`src/rtl/i2s_pkg.sv`:
```
// Shared I2S definitions: receiver states, channel codes and word size.
// Both ends of the I2S link import this package.
package i2s_pkg;

   typedef enum logic [1:0] {
      ST_INIT  = 2'd0,
      ST_WAIT  = 2'd1,
      ST_SHIFT = 2'd2,
      ST_HOLD  = 2'd3
   } i2s_state_e;

   localparam logic CH_LEFT       = 1'b0;
   localparam logic CH_RIGHT      = 1'b1;
   localparam int   I2S_WORD_BITS = 32;

endpackage

```
`src/rtl/i2s_ws_edge.sv`:
```
// Word-select sampler: previous lr_clk sample, post-reset priming,
// and slot-edge / new-channel outputs.
module i2s_ws_edge (
   input  logic clk,
   input  logic rst,
   input  logic i_lr_clk,
   output logic o_ws_edge,
   output logic o_chan
);

   logic r_ws_q;
   logic r_primed;

   // First cycle after reset only loads ws_q so a high lr_clk is no edge
   always_ff @(posedge clk or negedge rst) begin
      if (!rst) begin
         r_ws_q   <= 1'b0;
         r_primed <= 1'b0;
      end else begin
         r_ws_q   <= i_lr_clk;
         r_primed <= 1'b1;
      end
   end

   assign o_ws_edge = r_primed && (i_lr_clk != r_ws_q);
   assign o_chan    = i_lr_clk;

endmodule

```
`src/rtl/i2s_receiver.sv`:
```
// I2S serial-to-parallel receiver: MSB-first slots with 1-bit delay,
// per-word and per-frame outputs with single-cycle strobes.
module i2s_receiver
   import i2s_pkg::*;
#(
   parameter int DATA_WIDTH = I2S_WORD_BITS
) (
   input  logic                  clk,
   input  logic                  rst,
   input  logic                  lr_clk,
   input  logic                  sd_in,
   output logic [DATA_WIDTH-1:0] word_data,
   output logic                  word_right,
   output logic                  word_valid,
   output logic [DATA_WIDTH-1:0] frame_left,
   output logic [DATA_WIDTH-1:0] frame_right,
   output logic                  frame_valid,
   output logic                  frame_err
);

   localparam int CNT_W = $clog2(DATA_WIDTH);
   localparam logic [CNT_W-1:0] LAST = CNT_W'(DATA_WIDTH - 1);

   i2s_state_e r_state;
   i2s_state_e w_state_nxt;

   logic [DATA_WIDTH-2:0] r_shift;
   logic [CNT_W-1:0]      r_cnt;
   logic                  r_chan;
   logic                  r_left_pending;
   logic [DATA_WIDTH-1:0] r_left_hold;

   logic [DATA_WIDTH-1:0] r_word_data;
   logic                  r_word_right;
   logic                  r_word_valid;
   logic [DATA_WIDTH-1:0] r_frame_left;
   logic [DATA_WIDTH-1:0] r_frame_right;
   logic                  r_frame_valid;
   logic                  r_frame_err;

   logic                  w_ws_edge;
   logic                  w_chan;
   logic                  w_start;
   logic                  w_shift;
   logic                  w_lsb;
   logic                  w_short;
   logic [DATA_WIDTH-1:0] w_word_nxt;

   i2s_ws_edge u_ws_edge (
      .clk       (clk),
      .rst       (rst),
      .i_lr_clk  (lr_clk),
      .o_ws_edge (w_ws_edge),
      .o_chan    (w_chan)
   );

   assign w_word_nxt = {r_shift, sd_in};

   always_ff @(posedge clk or negedge rst) begin
      if (!rst) begin
         r_state <= ST_INIT;
      end else begin
         r_state <= w_state_nxt;
      end
   end

   always_comb begin
      w_state_nxt = r_state;
      w_start     = 1'b0;
      w_shift     = 1'b0;
      w_lsb       = 1'b0;
      w_short     = 1'b0;
      unique case (r_state)
         ST_INIT: begin
            w_state_nxt = ST_WAIT;
         end
         ST_WAIT, ST_HOLD: begin
            if (w_ws_edge) begin
               w_state_nxt = ST_SHIFT;
               w_start     = 1'b1;
            end
         end
         ST_SHIFT: begin
            w_shift = 1'b1;
            if (r_cnt == LAST) begin
               // Exact-length slot: next edge lands on the LSB cycle
               w_lsb = 1'b1;
               if (w_ws_edge) begin
                  w_start = 1'b1;
               end else begin
                  w_state_nxt = ST_HOLD;
               end
            end else if (w_ws_edge) begin
               w_shift = 1'b0;
               w_short = 1'b1;
               w_start = 1'b1;
            end
         end
         default: begin
            w_state_nxt = ST_INIT;
         end
      endcase
   end

   always_ff @(posedge clk or negedge rst) begin
      if (!rst) begin
         r_shift        <= '0;
         r_cnt          <= '0;
         r_chan         <= CH_LEFT;
         r_left_pending <= 1'b0;
         r_left_hold    <= '0;
         r_word_data    <= '0;
         r_word_right   <= 1'b0;
         r_word_valid   <= 1'b0;
         r_frame_left   <= '0;
         r_frame_right  <= '0;
         r_frame_valid  <= 1'b0;
         r_frame_err    <= 1'b0;
      end else begin
         r_word_valid  <= w_lsb;
         r_frame_err   <= w_short;
         r_frame_valid <= 1'b0;
         if (w_shift) begin
            r_shift <= w_word_nxt[DATA_WIDTH-2:0];
         end
         if (w_start) begin
            r_cnt  <= '0;
            r_chan <= w_chan;
         end else if (w_shift) begin
            r_cnt <= r_cnt + CNT_W'(1);
         end
         if (w_lsb) begin
            r_word_data  <= w_word_nxt;
            r_word_right <= r_chan;
            if (r_chan == CH_RIGHT) begin
               if (r_left_pending) begin
                  r_frame_left   <= r_left_hold;
                  r_frame_right  <= w_word_nxt;
                  r_frame_valid  <= 1'b1;
                  r_left_pending <= 1'b0;
               end
            end else begin
               r_left_hold    <= w_word_nxt;
               r_left_pending <= 1'b1;
            end
         end
         if (w_short) begin
            r_left_pending <= 1'b0;
         end
      end
   end

   assign word_data   = r_word_data;
   assign word_right  = r_word_right;
   assign word_valid  = r_word_valid;
   assign frame_left  = r_frame_left;
   assign frame_right = r_frame_right;
   assign frame_valid = r_frame_valid;
   assign frame_err   = r_frame_err;

endmodule

```
`config.mk`:
```
export PLATFORM = sky130hd
export DESIGN_NAME = i2s_receiver
export DESIGN_NICKNAME = d
export VERILOG_FILES = /design/src/rtl/i2s_pkg.sv /design/src/rtl/i2s_ws_edge.sv /design/src/rtl/i2s_receiver.sv
export SDC_FILE = /design/constraint.sdc
export NUM_CORES = 1
export LEC_CHECK = 0
export CORE_UTILIZATION = 30
export DETAILED_ROUTE_END_ITERATION = 10
export HOLD_SLACK_MARGIN = 0.15
export PLACE_DENSITY_LB_ADDON = 0.3
export SYNTH_ARGS = -nofsm -noshare
export SYNTH_HDL_FRONTEND = slang
export SYNTH_HIERARCHICAL = 1
export SYNTH_SLANG_ARGS = --single-unit
```
`constraint.sdc`:
```
create_clock -name clk -period 2.3 [get_ports clk]
set_input_delay 0.345 -clock clk [delete_from_list [all_inputs] [get_ports clk]]
set_output_delay 0.345 -clock clk [all_outputs]
set_load 0.02 [all_outputs]
```
* Yosys cells after proc, flatten, opt, wreduce, memory -nomap -nowiden
Cells that the tools add are included.
** Storage, ports and cells
- Input port bits :: 4
- Flip-flop bits (word level) :: 174
** Cells by class
- Reductions and logical operators :: 9
- Bitwise operators :: 1
- Add/subtract/negate cells :: 1
- Eq/ne operators :: 8
- Multiplexer cells :: 21
** Operators with widths (count)
- 1-bit 2-to-1 mux :: 15
- 5-bit 2-to-1 mux :: 2
- 2-bit 2-to-1 mux :: 3
- 2-bit case mux with 3 select lines :: 1
- 3-bit AND reduction :: 2
- 5-bit by 1-bit adder with 5-bit output, second input constant :: 1
- 5-bit equality test, second input constant :: 1
- 2-bit equality test, second input constant :: 2
- 2-bit != test, second input constant :: 2
- 2-bit nonzero test :: 2
- 3-bit OR reduction :: 1
- 2-bit by 1-bit equality test with 1-bit output, second input constant :: 1
- 2-bit zero test :: 1
- 2-bit by 1-bit != test with 1-bit output, second input constant :: 1
- 2-bit AND reduction :: 1
- 2-bit OR reduction :: 1
- 1-bit logical AND :: 1
- 1-bit != test :: 1
- 1-bit inverter :: 1

* Longest topological paths before layout
Gate-level depths: netlist of run 1.
- Depth in word-level cells :: 7
- Depth in mapped cells :: 9

* Cells and area by module
The synthesis of run 1 kept the hierarchy.
** By module, submodules not included
- i2s_receiver :: area each 6497.5 sq um, cells each 457, times used 1, seq. area each 4304.1 sq um
- i2s_ws_edge :: area each 76.3 sq um, cells each 6, times used 1, seq. area each 50.0 sq um

* Least setup slack after synthesis of run 1
OpenSTA, ideal clock, no wires.
- Path kind :: register -> register
- Start point :: register r_cnt[0]
- End point :: register r_frame_left[22] (netlist: frame_left[22])
- Setup slack :: 220 ps
- Data arrival time :: 1956 ps
- Setup time :: 125 ps
- Clock period less this slack :: 2080 ps
- Buffers on the path :: 2
- Cell stages (with the launch flop) :: 10
- Path through :: dfrtp_1 ha_1 and3_1 ha_1 nand3b_4 inv_2 and3_1 buf_6 buf_4 mux2_2
** On the way
- Word-level cells in the longest chain between the ends :: 4
** RTL lines
- start, declared :: RTL line i2s_receiver.sv:28 : logic [CNT_W-1:0] r_cnt;
- start signal, assigned :: RTL line i2s_receiver.sv:130 : r_cnt <= r_cnt + CNT_W'(1);
- 5-bit equality test :: RTL line i2s_receiver.sv:85 : if (r_cnt == LAST) begin
- 1-bit 2-to-1 mux :: RTL line i2s_receiver.sv:85
- 1-bit 2-to-1 mux :: RTL line i2s_receiver.sv:73 : unique case (r_state)
- 3-bit AND reduction (no source line)
- end signal, assigned :: RTL line i2s_receiver.sv:137 : r_frame_left <= r_left_hold;
- end, declared :: RTL line i2s_receiver.sv:36 : logic [DATA_WIDTH-1:0] r_frame_left;
Every way passes these cells.
A chain may end at the register's enable or synchronous reset.

* Worst setup path in the final report of run 1
- Start point :: register r_cnt[0]
- End point :: register r_frame_right[2] (netlist: frame_right[2])
** On the way
- Word-level cells in the longest chain between the ends :: 4
** RTL lines
- 5-bit equality test :: RTL line i2s_receiver.sv:85
- 1-bit 2-to-1 mux :: RTL line i2s_receiver.sv:85
- 1-bit 2-to-1 mux :: RTL line i2s_receiver.sv:73
- 3-bit AND reduction (no source line)
- end signal, assigned :: RTL line i2s_receiver.sv:138 : r_frame_right <= w_word_nxt;
- end, declared :: RTL line i2s_receiver.sv:37 : logic [DATA_WIDTH-1:0] r_frame_right;
Every way passes these cells.

==> results of run 1 <==
metal layers:
layer  wire length [µm]  up-vias  track usage  part of all wire
li1                   -     1802            -                 -
met1               6200     1979        0.167              0.46
met2               6370       77        0.208              0.48
met3                547       14       0.0375             0.041
met4                251        0       0.0566             0.019
met5                  0        -            0                 0
critical path, delay by kind of cell, from the launching register on:
family / cells / cell delay, ps
adders and majority gates: 2 / 430
muxes: 1 / 370
DFF: 1 / 380
buffers and inverters: 2 / 350
and+or+nand+nor: 3 / 510
state kept, by name, indices dropped and copies added, names as in the netlist, 2 cells and up:
name         cells
frame_left      32
frame_right     32
r_cnt            5
r_left_hold     32
r_shift         31
r_state          2
word_data       32
metrics by stage:
| step | instances | hold WS (ps) | instance area, µm² | util | power, µW |
|---|---|---|---|---|---|
| after floorplan | 463 | 49.4 | 6570 | - | 3950 |
| after global placement | 833 | 277 | 7990 | 0.376 | 4220 |
| after detailed placement | 833 | 289 | 7990 | 0.376 | 4270 |
| after CTS | 866 | 393 | 8640 | 0.407 | 7420 |
| after global routing | 866 | 416 | 8650 | 0.408 | 7650 |
| final | 866 | 396 | 8650 | 0.408 | 7300 |
worst max-delay path by stage:
stage / from / to / cells past startpoint
after detailed placement: lr_clk / r_left_pending$_DFFE_PN0P_ / 7
after global routing: r_cnt[1]$_DFFE_PN0P_ / frame_left[7]$_DFFE_PN0P_ / 8
after CTS: r_cnt[0]$_DFFE_PN0P_ / frame_left[11]$_DFFE_PN0P_ / 8
after floorplan: r_cnt[0]$_DFFE_PN0P_ / frame_left[22]$_DFFE_PN0P_ / 9
final: r_cnt[0]$_DFFE_PN0P_ / frame_right[2]$_DFFE_PN0P_ / 8
after global placement: lr_clk / r_left_pending$_DFFE_PN0P_ / 7
final cells by class:
class | count | area (µm²) | share of cell area
Inverter | 5 | 18.8 | 0.00217
Multi-Input combinational cell | 262 | 2080 | 0.241
Clock inverter | 15 | 221 | 0.0256
Clock buffer | 17 | 425 | 0.0492
Timing Repair Buffer | 118 | 1200 | 0.139
Sequential cell | 174 | 4350 | 0.503
Tap cell | 275 | 344 | 0.0398
timing repair:
item	4_1_cts	5_1_grt
setup buffers	0	0
hold buffers	1	0
hold endpoints to repair	38	0
endpoints found under the setup margin	0	57
gates resized for setup	0	2
power by group through the flow:
| stage | registers [µW] | clock network [µW] | logic (µW) |
|---|---|---|---|
| CTS | 3740 | 3210 | 470 |
| detailed placement | 3800 | 0 | 467 |
| global route | 3800 | 3340 | 509 |
| finish | 3730 | 3110 | 456 |
| global placement | 3780 | 0 | 435 |
| floorplan | 3620 | 0 | 327 |
logic make-up after synthesis:
logic type / Yosys count / synth area share
compound gates: 12 / 0.0122
xor+xnor: 1 / 0.00133
fa+ha+maj: 2 / 0.00381
buf+inv: 27 / 0.0238
flops: 174 / 0.662
mux: 130 / 0.222
other cells: 1 / 0.000570
simple gates: 116 / 0.0735
layout by cell type (no fill, tap or decap), drive strengths merged, types with 4 or more instances in the layout:
cell type / instances
clkbuf: 17
nand2: 98
clkdlybuf4s50: 102
nor2: 6
bufinv: 4
dfrtp: 174
buf: 15
mux2: 129
o21ai: 4
inv: 12
==> reports/summary.md, run 1 <==
* Critical Path RT: 2600 ps
* setup violators final: 0
* initial core utilization: 0.310
* leakage power: 0.00415 µW
* share of cells above drive strength 1: 0.301
* Peak supply drop: 480 µV
* Syn Nets: 469
* antenna violations before repair: 0
* worst setup path category: flip-flop to flip-flop
* Register-to-Register Setup Slack: 130 ps
* pre-CTS worst setup slack: 58.2 ps
* detailed-route DRC error count: 0
* vias in the first global route: 4091
* number of inserted filler cells in the final layout: 1979
* total length of routed wires: 13400 µm
* weighted congestion at the end of routability-driven global placement: 0.692
* maximum number of pins on one net before global-route repair: 85
* area share of the largest cell type after synthesis: 0.662
* most used flip-flop cell after synthesis: dfrtp_1
* y dimension of the die: 150 µm
* length of the first detailed-routing pass in iterations: 6
* cells taking the most area after synthesis: dfrtp_1 (66%), mux2_2 (21%), nand2_1 (5.6%)
* Post-synth top cells: dfrtp_1 (174), mux2_2 (125), nand2_1 (98)
* maximum clock skew at final layout: 11.2 ps
* internal power of the cells: 5480 µW
* total congestion overflow: 0
* total die area: 0.0225 mm²
* CTS tree: done
* share of the cycle needed by the critical path after routing: 0.943
* clock sinks: 174
* number of DRC markers in iteration 0: 135
* net switching share of the total power: 0.250
* min cycle time layout: 2170 ps
* die outline width: 150 µm
* Seq cells post-synth: 174
* count of inserted antenna diode cells: 0
* path type of the worst min-delay path: input port to async pin
* total clock buffers created by CTS: 17
* total routing resource utilization after global routing: 0.131
* Seq pwr share: 0.511
* cells on worst reg2reg path: 8
* Synth-to-Final Area Change: 31.6%
* Reg-to-Reg End: frame_right[2]$_DFFE_PN0P_
* CP arrival: 2470 ps
* IO Port Bufs: 103
* proportion of power drawn by combinational gates: 0.062
* maximum clock frequency: 461 MHz
* synth unique cells: 31
* average via count per standard cell: 4.47
* slowest CP cell: dfrtp_1
* PD cells: 844 mW/mm²
* CTS max path bufs: 2
* largest incremental delay on the critical path: 380 ps
* CTS root buf: clkbuf_16
* warnings from Yosys: 6
* clock-pin slew of the registers on the worst-case setup and hold paths: 60 ps
* switching power summed over all nets: 1820 µW
* endpoint kind of the worst setup timing path: flip-flop
* status: finished clean
* Setup WS post-layout: 132 ps
* clock latency on the worst-skew pair: 420 ps
* sequential area share after synthesis: 0.662
* via total after detailed routing: 3872
* max-cap violations: 0
* Clock Power Share: 0.426
* Final #Nets: 584
* Core Footprint: 0.0212 mm²
* headroom to the max-slew limit: 0.660
* number of pins with negative max-slew slack in the final report: 0
* routed len/inst: 15.4 µm
* reg-to-reg startpoint: r_cnt[0]$_DFFE_PN0P_
* Critical Path Source Type: flip-flop
* HPWL after detailed placement: 8690 µm
* number of levels in the clock H-tree: 4
* post-route setup TNS: 0 ps
* wire length of the first global-routing pass: 22200 µm
* cell accounting for the most synthesized area: dfrtp_1
* Detail Route Antenna Nets: 0
* Top Ports: 104
* async set or reset register ratio after synthesis: 1.00
* hold violation total from the final report: 0
* pin slew with the least headroom to its limit: 504 ps
* cell breakdown of the critical path: ha_1, and3_1, ha_2, nand3b_4, inv_2, and3_4, buf_16, mux2_2
* number of enable flip-flop cells after synthesis: 0
* Post-Syn Area per Cell: 14.2 µm²
* RSZ-0062 raised after global routing: false
* post-synthesis instance total: 463
* total standard cell area after synthesis: 0.00657 mm²
* critical path peak fanout: 48
* site row count: 53
* most common cell in the synthesized netlist: dfrtp_1
No activity file was read; power rests on OpenSTA's default activity.
==> inputs of run 2 (changes only) <==
- CTS_CLUSTER_SIZE: default -> 8
- TNS_END_PERCENT: default -> 100
==> results of run 2 <==
Final layout, timing and power as in run 1 (identical DEF).
==> inputs of run 3 (changes only) <==
- GPL_TIMING_DRIVEN: default -> 0
- SYNTH_HIERARCHICAL: 1 -> default
==> run 3 against run 2 <==
Against the previous run: synthesized cell count increased by 1.3%; clock power decreased by 5%; via count increased by 4.2%; worst hold slack improved by 84 ps; combinational power increased by 17%; non-clock buffer count increased by 10; sequential power about the same; global-route usage increased by 0.23 points; core utilization decreased by 0.98 points; maximum frequency decreased by 1.4%.
==> reports/summary.md, run 3 <==
* max-cap violations: 0, unchanged
* maximum number of pins on one net before global-route repair: 92, +8.2%
* share of cells above drive strength 1: 0.308, +0.00638
* initial core utilization: 0.305, -0.00491
* CP arrival: 2500 ps, +30 ps
* total clock buffers created by CTS: 17, unchanged
* Detail Route Antenna Nets: 0, unchanged
* die outline width: 153 µm, +2.3%
* status: finished clean
* number of pins with negative max-slew slack in the final report: 0, unchanged
* worst setup path category: flip-flop to flip-flop
* maximum clock frequency: 455 MHz, -1.4%
* Power Total: 7220 µW, -1.1%
* most used flip-flop cell after synthesis: dfrtp_1
* cell accounting for the most synthesized area: dfrtp_1
* hold violation total from the final report: 0, unchanged
* headroom to the max-slew limit: 0.565, -0.0945
* routed len/inst: 16.3 µm, +5.7%
* antenna violations before repair: 0, unchanged
* number of enable flip-flop cells after synthesis: 0, unchanged
* Synth-to-Final Area Change: 30.5%
* area share of the largest cell type after synthesis: 0.633, -0.0296
* CTS max path bufs: 2, unchanged
* weighted congestion at the end of routability-driven global placement: 0.697, +0.81%
* total die area: 0.0235 mm², +4.6%
* number of levels in the clock H-tree: 4, unchanged
* met3 Use GR: 0.0428, +0.00531
* hold_sp: word_data[19]$_DFFE_PN0P_
* total length of routed wires: 14600 µm, +9.0%
* Clock Power Share: 0.409, -0.017
* Seq pwr share: 0.517, +0.006
* reg-to-reg startpoint: r_cnt[1]$_DFFE_PN0P_
* most common library cell in the layout ignoring fill and taps: dfrtp_1
* Critical Path Source Type: flip-flop
* switching power summed over all nets: 1850 µW, +1.6%
* via total after detailed routing: 4034, +4.2%
* endpoint kind of the worst setup timing path: flip-flop
* setup violators final: 0, unchanged
* Top Ports: 104, unchanged
* HPWL after detailed placement: 9500 µm, +9.4%
* Post-synth top cells: dfrtp_1 (174), nand2_1 (99), mux2_2 (79)
* Core Footprint: 0.0226 mm², +6.4%
* leakage power: 0.00422 µW, +1.7%
* Seq cells post-synth: 174, unchanged
* global-route layer with the greatest usage: met2
* Critical Path RT: 2600 ps, about the same
* clock latency on the worst-skew pair: 430 ps, about the same
* critical path peak fanout: 10, -79%
* synth unique cells: 37, +19%
* cells taking the most area after synthesis: dfrtp_1 (63%), mux2_2 (13%), mux2_4 (11%)
* detailed-route DRC error count: 0, unchanged
* Syn Nets: 475, +1.3%
* clock sinks: 174, unchanged
* min cycle time layout: 2200 ps, +29.7 ps
* number of DRC markers in iteration 0: 179, +33%
* net switching share of the total power: 0.257, +0.00685
* Peak supply drop: 465 µV, -3.2%
* count of inserted antenna diode cells: 0, unchanged
* met2 track demand over resource: 0.206, -0.00152
* Post-Syn Area per Cell: 14.7 µm², +3.3%
* PD cells: 804 mW/mm², -4.7%
* pin slew with the least headroom to its limit: 652 ps, +149 ps
* site row count: 55, +3.8%
* y dimension of the die: 153 µm, +2.3%
* CTS tree: done
* Final #Nets: 601, +2.9%
* async set or reset register ratio after synthesis: 1.00, unchanged
* CTS root buf: clkbuf_16
* RSZ-0062 raised after global routing: false
* total congestion overflow: 0, unchanged
* final cell utilization of the core: 0.398, -0.00983
* most common cell in the synthesized netlist: dfrtp_1
* register area: 0.00435 mm², unchanged
* multi-input combinational cell area: 0.00233 mm², +12%
* proportion of power drawn by combinational gates: 0.074, +0.012
* total standard cell area after synthesis: 0.00688 mm², +4.7%
* maximum clock skew at final layout: 19.1 ps, +7.94 ps
* clock-pin slew of the registers on the worst-case setup and hold paths: 70 ps, about the same
* IO Port Bufs: 103, unchanged
* top library cells by usage in the layout, fill and taps aside: dfrtp_1 (174), clkdlybuf4s50_1 (102), nand2_1 (99)
* length of the first detailed-routing pass in iterations: 4, -2
* warnings from Yosys: 0, -6
* met1 layer usage reported by global route: 0.178, +0.0109
* vias in the first global route: 4212, +3.0%
* crit path from: r_cnt[1]$_DFFE_PN0P_
* path type of the worst min-delay path: flip-flop to flip-flop
* wire length of the first global-routing pass: 24300 µm, +9.3%
* average via count per standard cell: 4.52, +1.0%
* share of the cycle needed by the critical path after routing: 0.956, +0.0129
* post-synthesis instance total: 469, +1.3%
* internal power of the cells: 5370 µW, -2.0%
* number of inserted filler cells in the final layout: 2127, +7.5%
* sequential area share after synthesis: 0.633, -0.0296
* total routing resource utilization after global routing: 0.134, +0.00227
-- run 3: metrics by stage --
stage	area, µm²	instances	TNS [ps]	hold slack [ps]	setup slack [ps]
after floorplan	6880	469	0	49.4	223
after global placement	8270	857	-1040180	459	-5940
after detailed placement	8300	858	-15230	376	-242
after CTS	8960	893	0	485	11.2
after global routing	8980	893	0	504	13.2
final	8980	893	0	480	102
-- run 3: layout make-up --
type                            instances  share of cell area
Buffer                                 21              0.0238
Clock buffer                           19              0.0504
Clock inverter                         13              0.0170
Inverter                                6             0.00334
Multi-Input combinational cell        268               0.260
Sequential cell                       174               0.485
Tap cell                              285              0.0397
Timing Repair Buffer                  107               0.121
-- run 3: path summary, 6_finish.rpt --
kind / slack (ps) / depth (start not counted) / end
min: 480 / 2 / word_data[19]$_DFFE_PN0P_
max: 100 / 9 / frame_right[26]$_DFFE_PN0P_
max reg2reg: 100 / 9 / frame_right[26]$_DFFE_PN0P_
max in group asynchronous: 950 / 3 / r_left_hold[9]$_DFFE_PN0P_
min in group asynchronous: 490 / 2 / frame_valid$_DFF_PN0_
min reg2reg: 480 / 2 / word_data[19]$_DFFE_PN0P_
-- run 3: worst max-delay path, stage by stage (launching register included) --
cell and delay [ps]:
dfrtp_1 400, ha_1 190, and3_4 200, ha_4 160
nand3b_4 150, inv_8 120, and3_4 210, buf_12 160
buf_12 170, mux2_4 310
-- run 3: metal layers --
metal / wire length, µm / part of all wire
met1: 6790 / 0.47
met2: 6800 / 0.47
met3: 794 / 0.054
met4: 185 / 0.013
met5: 0 / 0
-- run 3: cells by family (layout without fill, tap and decap cells) --
group	after synthesis	count (layout)	synth area share
flops	174	174	0.633
mux	128	128	0.236
simple gates	115	115	0.0687
buf+inv	27	166	0.0316
compound gates	20	20	0.0229
fa+ha+maj	2	2	0.00364
xor+xnor	2	2	0.00364
other cells	1	1	0.000545
-- run 3: repair_timing --
item                                    4_1_cts  5_1_grt
resized for setup                             9        4
setup buffers                                 2        0
gates cloned                                  0        0
hold buffers                                  1        0
endpoints found under the hold margin        83        0
endpoints found under the setup margin       92       62
-- run 3: power by group through the flow --
stage	Combinational, µW	Sequential [µW]	Clock, µW
2_1_floorplan	367	3660	0
3_3_place_gp	495	3770	0
3_5_place_dp	526	3790	0
4_1_cts	537	3730	3050
5_1_grt	590	3800	3180
6_report	534	3740	2950
